File: src/rtl/fpu_pkg.sv
// Shared definitions for the fp16 inverse-square-root arbiter: FSM encoding,
// the canonical quiet NaN and the layout of the unit's OFUF flags.
package fpu_pkg;

    localparam logic [1:0] ST_IDLE   = 2'd0;
    localparam logic [1:0] ST_LAUNCH = 2'd1;
    localparam logic [1:0] ST_WAIT   = 2'd2;
    localparam logic [1:0] ST_RESP   = 2'd3;

    localparam logic [15:0] FP16_QNAN = 16'h7E00;

    localparam int OFUF_OVERFLOW  = 1;
    localparam int OFUF_UNDERFLOW = 0;

    typedef struct packed {
        logic [15:0] result;
        logic [1:0]  ofuf;
        logic        timeout;
    } isr_rsp_t;

endpackage

File: src/rtl/rr_arbiter.sv
// Round-robin arbiter: combinational one-hot grant starting the search at a
// rotating pointer; the pointer moves past the winner when advance is high.
module rr_arbiter #(
    parameter int N = 4
) (
    input  logic         clk,
    input  logic         reset,
    input  logic [N-1:0] req,
    input  logic         advance,
    output logic [N-1:0] grant
);

    localparam int PW = (N > 1) ? $clog2(N) : 1;

    logic [PW-1:0] ptr;
    logic [PW-1:0] ptr_next;

    // Scan from the far offset back toward the pointer so the nearest requester wins.
    always_comb begin
        logic [PW-1:0] idx;
        idx   = '0;
        grant = '0;
        for (int k = N - 1; k >= 0; k--) begin
            idx = PW'((int'(ptr) + k) % N);
            if (req[idx]) begin
                grant      = '0;
                grant[idx] = 1'b1;
            end
        end
    end

    always_comb begin
        ptr_next = ptr;
        for (int i = 0; i < N; i++) begin
            if (grant[i]) begin
                ptr_next = (i == N - 1) ? '0 : PW'(i + 1);
            end
        end
    end

    always_ff @(posedge clk or posedge reset) begin
        if (reset) begin
            ptr <= '0;
        end else if (advance) begin
            ptr <= ptr_next;
        end
    end

endmodule

File: src/rtl/fpu_invsqrt_arbiter.sv
// Shares one fastInvSqrt unit among N_REQ requesters: round-robin accept,
// start pulse, wait for done (with watchdog), single response channel.
module fpu_invsqrt_arbiter
    import fpu_pkg::*;
#(
    parameter int N_REQ   = 4,
    parameter int ID_W    = 2,
    parameter int TIMEOUT = 255
) (
    input  logic                clk,
    input  logic                reset,
    input  logic [N_REQ-1:0]    req_valid,
    input  logic [16*N_REQ-1:0] req_x,
    output logic [N_REQ-1:0]    req_ready,
    output logic                rsp_valid,
    input  logic                rsp_ready,
    output logic [ID_W-1:0]     rsp_id,
    output logic [15:0]         rsp_result,
    output logic [1:0]          rsp_ofuf,
    output logic                rsp_timeout,
    output logic [15:0]         isr_xin,
    output logic                isr_start,
    input  logic                isr_done,
    input  logic [15:0]         isr_result,
    input  logic [1:0]          isr_ofuf
);

    // Handshake rule: a request transfers in a cycle where req_valid[i] and
    // req_ready[i] are both high; a response transfers where rsp_valid and
    // rsp_ready are both high, and rsp_* hold until then.

    logic [1:0]       state;
    logic [N_REQ-1:0] grant;
    logic             handshake;
    logic [ID_W-1:0]  grant_id;
    logic [15:0]      grant_x;
    logic [15:0]      wd_cnt;
    isr_rsp_t         rsp_q;

    assign req_ready = (state == ST_IDLE && !reset) ? grant : '0;
    assign handshake = |req_ready;
    assign isr_start = (state == ST_LAUNCH);
    assign rsp_valid = (state == ST_RESP);

    assign rsp_result  = rsp_q.result;
    assign rsp_ofuf    = rsp_q.ofuf;
    assign rsp_timeout = rsp_q.timeout;

    rr_arbiter #(.N(N_REQ)) u_rr (
        .clk     (clk),
        .reset   (reset),
        .req     (req_valid),
        .advance (handshake),
        .grant   (grant)
    );

    always_comb begin
        grant_id = '0;
        grant_x  = '0;
        for (int i = 0; i < N_REQ; i++) begin
            if (grant[i]) begin
                grant_id = ID_W'(i);
                grant_x  = req_x[16*i +: 16];
            end
        end
    end

    always_ff @(posedge clk or posedge reset) begin
        if (reset) begin
            state   <= ST_IDLE;
            isr_xin <= '0;
            rsp_id  <= '0;
            rsp_q   <= '0;
            wd_cnt  <= '0;
        end else begin
            case (state)
                ST_IDLE: begin
                    if (handshake) begin
                        isr_xin <= grant_x;
                        rsp_id  <= grant_id;
                        state   <= ST_LAUNCH;
                    end
                end
                ST_LAUNCH: begin
                    wd_cnt <= '0;
                    state  <= ST_WAIT;
                end
                ST_WAIT: begin
                    // done is checked first so a coincident done beats the watchdog.
                    if (isr_done) begin
                        rsp_q.result                 <= isr_result;
                        rsp_q.ofuf[OFUF_OVERFLOW]    <= isr_ofuf[OFUF_OVERFLOW];
                        rsp_q.ofuf[OFUF_UNDERFLOW]   <= isr_ofuf[OFUF_UNDERFLOW];
                        rsp_q.timeout                <= 1'b0;
                        state                        <= ST_RESP;
                    end else if (wd_cnt == 16'(TIMEOUT)) begin
                        rsp_q.result  <= FP16_QNAN;
                        rsp_q.ofuf    <= '0;
                        rsp_q.timeout <= 1'b1;
                        state         <= ST_RESP;
                    end else begin
                        wd_cnt <= wd_cnt + 16'd1;
                    end
                end
                default: begin
                    if (rsp_ready) begin
                        state <= ST_IDLE;
                    end
                end
            endcase
        end
    end

endmodule

File: config.mk
export PLATFORM = sky130hd
export DESIGN_NAME = fpu_invsqrt_arbiter
export DESIGN_NICKNAME = d
export VERILOG_FILES = /design/src/rtl/fpu_pkg.sv /design/src/rtl/rr_arbiter.sv /design/src/rtl/fpu_invsqrt_arbiter.sv
export SDC_FILE = /design/constraint.sdc
export NUM_CORES = 1
export LEC_CHECK = 0
export ABC_AREA = 0
export CAP_MARGIN = 5
export CELL_PAD_IN_SITES_DETAIL_PLACEMENT = 1
export CELL_PAD_IN_SITES_GLOBAL_PLACEMENT = 2
export CORE_ASPECT_RATIO = 0.6
export CORE_MARGIN = 2
export CORE_UTILIZATION = 29
export DETAILED_ROUTE_END_ITERATION = 7
export GPL_TIMING_DRIVEN = 0
export PLACE_DENSITY_LB_ADDON = 0.1
export SYNTH_ARGS = -nofsm -noshare
export SYNTH_HDL_FRONTEND = slang
export SYNTH_SLANG_ARGS = --single-unit
File: constraint.sdc
create_clock -name clk -period 9.1 [get_ports clk]
set_clock_uncertainty 0.2 [all_clocks]
set_input_delay 1.82 -clock clk [delete_from_list [all_inputs] [get_ports clk]]
set_output_delay 1.82 -clock clk [all_outputs]
set_load 0.05 [all_outputs]
==> key figures <==
Worst setup path
  • Critical path class: input pin to primary output
  • Delay of the slowest critical-path stage: 0.88 ns
  • Worst Path Max Fanout: 10
  • Critical Path Stages: 9
  • CP Launch Type: input pin
  • Crit-path most repeated cell: clkdlybuf4s50_1
  • CP Buf/Inv Count: 4
  • Worst r2r path cells: 11
  • Largest delay share family, worst path: buffers and inverters
  • Critical Path AT: 5.04 ns
  • Reg2reg start: u_rr.ptr[0]
  • Worst r2r dst: isr_xin[8]
  • Reg2reg setup slack: 5.25 ns
  • CP Cell Sequence: clkdlybuf4s50_1 -> mux4_2 -> buf_4 -> a21o_1 -> a31oi_4 -> nor2_2 -> clkbuf_1 -> nor2_1 -> clkdlybuf4s50_1
  • CP Capture Type: primary output
  • Slowest CP cell: clkdlybuf4s50_1
  • Req. time, crit path: 7.08 ns

Placement
  • Hpwl dp: 9.86 mm
  • Final GP Congestion: 0.835
  • PortBufs: 132
  • Placed inst area: 5110 um2

Power and ir drop
  • Leakage power: 2.26 nW
  • VDD IR max: 102 uV
  • PD cells: 399 nW/um2

Timing
  • Fin. max-slew vios: 0
  • Setup TNS: 0 ns
  • Max transition margin: 36.2%
  • Fin crit share: 77.6%
  • Measured slew at the worst slew-check pin: 0.954 ns
  • WHS: 0.277 ns
  • Minimum clock period: 7.06 ns
  • F_max: 142 MHz
  • Final Hold Viols: 0
  • RSZ-0062 raised after global routing: false
  • Count of final setup violators: 0

Floorplan
  • Die Y: 89.9 um
  • Initial Util: 29.6%
  • Die area: 13200 um2
  • Ports: 133
  • Num rows: 31
  • Core ar.: 12000 um2
  • Die W: 147 um

Final layout
  • Fillers: 1346
  • Area Growth Syn to Fin: 52.7%
  • Final core occ: 45.2%
  • Share of layout cells above drive strength 1: 13.1%
  • Final instance area: 5440 um2
  • Ant. Diodes: 0
  • # nets final: 595

Detailed routing
  • Vias per cell: 4.94
  • Routed len/inst: 19.1 um
  • Routed Antenna Nets: 0
  • Detailed-router iteration count before antenna repair: 4
  • Drt total wl: 12.6 mm
  • Initial DRC count: 157
  • Residual DRC: 0
  • Via count: 3264

Clock network
  • Post-CTS Resized: 0
  • Clk buf depth: 2
  • Clk_lat worst skew: 0.32 ns
  • Post-CTS Setup Inserts: 0
  • Clock Sinks: 57
  • H-tree depth: 3
  • Root buffer cell: clkbuf_16
  • Hold Buf Count CTS: 0
  • Clk slew on worst S/H paths: 0.05 ns
  • CTS Buf Count: 9
  • CTS tree: built

Yosys
  • Post-Synthesis Cells: 347
  • Primary FF master, synth: dfrtp_1
  • FFs w/ async S/R, synth: 100%
  • Synth cell types: 54
  • Mapped Nets: 451
  • Average cell area after synthesis: 10.3 um2
  • Register bit total from synthesis: 57
  • EDFF count, synth: 0
  • Sequential area share after synthesis: 40.0%
  • Synth warnings: 0
  • Syn Std Cell Area: 3560 um2

GRT
  • Vias in the first global route: 3542
  • Initial antenna violation count: 0
  • Remaining global-route overflow: 0
  • Pin count of the biggest net entering global routing: 41
  • Tot GR Track Use: 20.1%
  • First-pass GRT wire length: 20.5 mm

Min path
  • HP Class: flip-flop to flip-flop
  • Worst Hold Path Cells: 2
  • Hold path endpoint: isr_xin[10]
  • Min-Delay Startpoint: isr_xin[10]

Run
  • MaxCap Viol Count: 0

Run status
  • Status: completed
-- final cells by class --
cell class / count / area, um2 / share of cell area [%]
inverter: 15 / 56.3 / 1.03
clock buffer: 11 / 253 / 4.65
timing repair buffer: 133 / 1340 / 24.7
multi-input combinational: 255 / 1940 / 35.7
sequential: 57 / 1430 / 26.2
buffer: 20 / 136 / 2.51
clock inverter: 5 / 77.6 / 1.43
tap: 165 / 206 / 3.79
-- routing by layer --
| metal | up-vias | GRT usage [%] | routed length, um |
|---|---|---|---|
| met5 | - | 0 | 0 |
| met4 | 0 | 4.97 | 187 |
| met3 | 15 | 5.28 | 568 |
| met2 | 88 | 28.9 | 5330 |
| met1 | 1596 | 29.8 | 6540 |
| li1 | 1565 | - | - |
-- metrics by stage --
stage	std cells	setup WS (ns)	power [W]
after floorplan	347	2.91	0.00137
after global placement	644	0.998	0.00178
after detailed placement	645	2.05	0.00181
after CTS	661	2.04	0.00219
after global routing	661	1.88	0.00231
final	661	2.04	0.00217
-- cells in the mapped netlist, types with 2 or more instances --
library cell	instances	share of area (%)
xnor2_1	4	0.98
nor4_1	2	0.35
a211oi_1	3	0.63
inv_1	15	1.6
a21o_1	3	0.63
a22o_1	13	3.2
ha_1	14	4.9
and2_1	4	0.70
mux4_2	4	2.5
buf_4	3	0.63
mux2i_1	4	1.1
xor2_1	7	1.7
buf_6	6	1.9
clkbuf_1	7	0.74
a221o_1	2	0.56
nand3_1	6	0.84
nor2_1	38	4.0
mux2_2	2	0.63
and3_1	19	3.3
dfrtp_1	57	40
buf_2	4	0.56
nand2_1	28	3.0
nand3b_1	2	0.42
nor2b_1	16	2.8
o21ai_1	2	0.28
o21ai_0	8	1.1
o31ai_2	9	3.2
o31ai_1	9	1.9
a221oi_2	2	0.84
a2111oi_0	7	1.7
nor3b_1	3	0.63
nor3_1	4	0.56
a2111oi_2	9	3.8
a21oi_1	3	0.42
o22a_1	7	1.7
nand4_1	3	0.53
-- cells in the final DEF, fill, tap and decap left out, types with 8 or more instances in the layout --
master           Yosys  final
and3_1              19     19
a2111oi_2            9      9
clkdlybuf4s50_1      0    132
nand2_1             28     28
a22o_1              13     13
o21ai_0              8      8
o31ai_2              9      9
nor2b_1             16     16
dfrtp_1             57     57
clkbuf_16            0      9
ha_1                14     14
inv_1               15     14
nor2_1              38     38
o31ai_1              9      9
-- sequential cells by signal, indices dropped and copies added, names as in the netlist --
register	count
isr_xin	16
wd_cnt	16
state	2
rsp_timeout	1
rsp_ofuf	2
rsp_result	16
rsp_id	2
u_rr.ptr	2
-- where the power goes --
| part | total, W | internal (W) | switching, W |
|---|---|---|---|
| Clock | 0.000375 | 0.000253 | 0.000122 |
| Combinational | 0.00140 | 0.000516 | 0.000880 |
| Sequential | 0.000399 | 0.000342 | 0.0000563 |
-- cell families after synthesis --
kind of cell	Yosys count	synth area share (%)
muxes	10	4.29
adders and majority gates	14	4.92
AOI/OAI and AO/OA	87	23.0
xor gates and xnor gates	11	2.70
and+or+nand+nor	133	19.6
buffers and inverters	35	5.41
DFF	57	40.0
-- worst max-delay path by stage --
stage                  from      endpoint  slack (ns)
2_1_floorplan         reset  req_ready[3]        2.91
3_3_place_gp          reset  req_ready[2]         1.0
3_5_place_dp   req_valid[3]  req_ready[2]        2.05
4_1_cts        req_valid[3]  req_ready[2]        2.04
5_1_grt        req_valid[3]  req_ready[2]        1.88
6_report       req_valid[3]  req_ready[2]        2.04
-- worst reg2reg max path: cells and delay by family, from the launching register on --
family | cells | cell delay (ns)
buf+inv | 3 | 0.53
mux | 1 | 0.42
fa+ha+maj | 1 | 0.39
compound gates | 4 | 1.38
simple gates | 2 | 0.32
flops | 1 | 0.47
Note: power is estimated with default switching activity, not from simulation.
==> edit (config.mk and constraints unchanged) <==
Register the output `rsp_timeout`, with the module's reset; this adds one clock of latency there. The other outputs are not delayed to match.
--- a/src/rtl/fpu_invsqrt_arbiter.sv
+++ b/src/rtl/fpu_invsqrt_arbiter.sv
@@ -44,7 +44,13 @@
 
     assign rsp_result  = rsp_q.result;
     assign rsp_ofuf    = rsp_q.ofuf;
-    assign rsp_timeout = rsp_q.timeout;
+    always_ff @(posedge clk or posedge reset) begin
+        if (reset) begin
+            rsp_timeout <= '0;
+        end else begin
+            rsp_timeout <= rsp_q.timeout;
+        end
+    end
 
     rr_arbiter #(.N(N_REQ)) u_rr (
         .clk     (clk),
Function: same outputs for any inputs over 4 cycles, from zero or initial values and one cycle with reset high; that may be too few to reach the edited logic, so the function may still have changed.
==> edit against the unedited design <==
Synthesized area is 5.2% higher; routed wire length increased by 7.3%; design area up 3.1%; setup slack gained 0.027 ns; first-iteration DRC count decreased by 27%; sequential cell count up 1; final cell count rose by 3.8%; via count increased by 5.1%; largest cell class unchanged; global-route usage grew 0.32 points; synthesized cell count up 6.1%; utilization is 1.2 points lower; total power is 5.9% higher.
==> edit: results <==
metrics = {
    "grt": {
        "pin_count_of_the_biggest_net_entering_global_routing": 61,
        "grt_antenna_before_repair": 0,
        "groute.usage.overall": 0.204,
        "grt_pass1_wl_um": 21200,
        "number_of_global_route_vias_before_repair": 3650,
    },
    "hold_path": {
        "worst_hold_path.endpoint": "rsp_timeout",
        "hold_path_startpoint": "rsp_q[0]",
        "min_delay_path_depth": 0,
        "holdCritPathClass": "reg2reg",
    },
    "logic_synthesis": {
        "syn_nets": 472,
        "synthCells": 368,
        "synth_sequential_area_ratio": 0.387,
        "post_synth_xor_xnor_area": 0.0187,
        "asyncSetResetFlopFracSynth": 1.00,
        "ys_top_cells_by_area": "sky130_fd_sc_hd__dfrtp_1 (39%), sky130_fd_sc_hd__ha_1 (4.7%), sky130_fd_sc_hd__buf_4 (4.4%), sky130_fd_sc_hd__a2111oi_2 (3.6%), sky130_fd_sc_hd__nor2_1 (3.6%)",
        "synth.top_cells.by_count": "sky130_fd_sc_hd__dfrtp_1 (58), sky130_fd_sc_hd__nor2_1 (36), sky130_fd_sc_hd__nand2_1 (32)",
        "synthAdderAreaFrac": 0.0468,
        "synth-compound-area-share": 0.241,
        "synth_cell_types": 56,
        "synthMuxAreaShare": 0.0381,
        "ys.flop_type": "sky130_fd_sc_hd__dfrtp_1",
    },
    "pwr": {
        "switching_share_of_power": 0.494,
        "p_per_area_mw_per_mm2": 410,
        "power.combinational.fraction": 0.660,
        "leakage_component_of_the_power_nw": 2.37,
        "power.sequential.fraction": 0.176,
        "peakVddDrop_uv": 132,
    },
    "sta": {
        "final_min_period_over_clock_period": 0.773,
        "whs_ns": 0.187,
        "timing.slew.headroom": 0.460,
    },
    "placed_design": {
        "count_of_input_and_output_buffers": 132,
        "replace_congestion": 0.778,
        "dp_slack_ns": 2.13,
        "hpwlAfterDp_um": 10200,
        "place.detailed.instances": 670,
        "postPlaceCellArea_mm2": 0.00528,
    },
    "critical_path": {
        "worstPathArrival_ns": 5.01,
        "r2r_cell_count": 11,
        "crit_start": "req_valid[1]",
        "worstReg2RegEnd": "isr_xin[6]",
        "cpPeakStageDelay_ns": 0.74,
        "highest_net_fanout_along_the_worst_path": 10,
        "reg2reg_setup_slack_ns": 5.34,
    },
    "final_layout": {
        "insertedDiodeCount": 0,
        "finish.net_count": 615,
        "fill_cells": 1449,
        "post_route_cells_drive_above_1_share": 0.167,
    },
    "clocking": {
        "clock-root-buffer": "sky130_fd_sc_hd__clkbuf_16",
        "tritoncts.num_buffers": 9,
        "cts_post_setup_buffers_inserted": 0,
        "ctsResizeCount": 0,
        "cts.reportedPaths.clkPinSlew_ns": 0.05,
        "cts_max_path_buffers": 2,
        "ctsHtreeMaxLevel": 3,
    },
    "outcome": {
        "status": "complete, no violations",
    },
    "route": {
        "detailedRoute.firstIterationViolations": 114,
        "wl_um": 13500,
        "via_total_after_detailed_routing": 3429,
        "drt-wirelength-per-cell_um": 19.7,
        "drt-pass1-iter-count": 4,
    },
}
==> edit: cell types whose count changed in the layout (fill, tap and decap cells not counted), moves of 4 or more <==
| cell | delta |
|---|---|
| sky130_fd_sc_hd__buf_6 | -4 |
| sky130_fd_sc_hd__or3_1 | +4 |
| sky130_fd_sc_hd__nor3_1 | -4 |
| sky130_fd_sc_hd__o21ai_0 | +4 |
| sky130_fd_sc_hd__buf_4 | +19 |
| sky130_fd_sc_hd__nand2_1 | +4 |
| sky130_fd_sc_hd__a21oi_1 | +5 |
==> edit: layout make-up <==
type                    instances  area [um2]  share of cell area
multi-input cells             260        1990               0.355
plain buffers                  37         254              0.0453
flip-flops and latches         58        1450               0.259
clock inverters                 7         103              0.0183
inverters                      13        51.3             0.00914
clock buffers                   9         225              0.0401
well taps                     170         213              0.0379
repair buffers                132        1320               0.236
==> edit: metal layers <==
metal	up-vias	routed length (um)	GRT usage
met3	7	654	0.0522
met4	0	68	0.0350
li1	1627	-	-
met5	-	0	0
met1	1713	7090	0.310
met2	82	5730	0.292
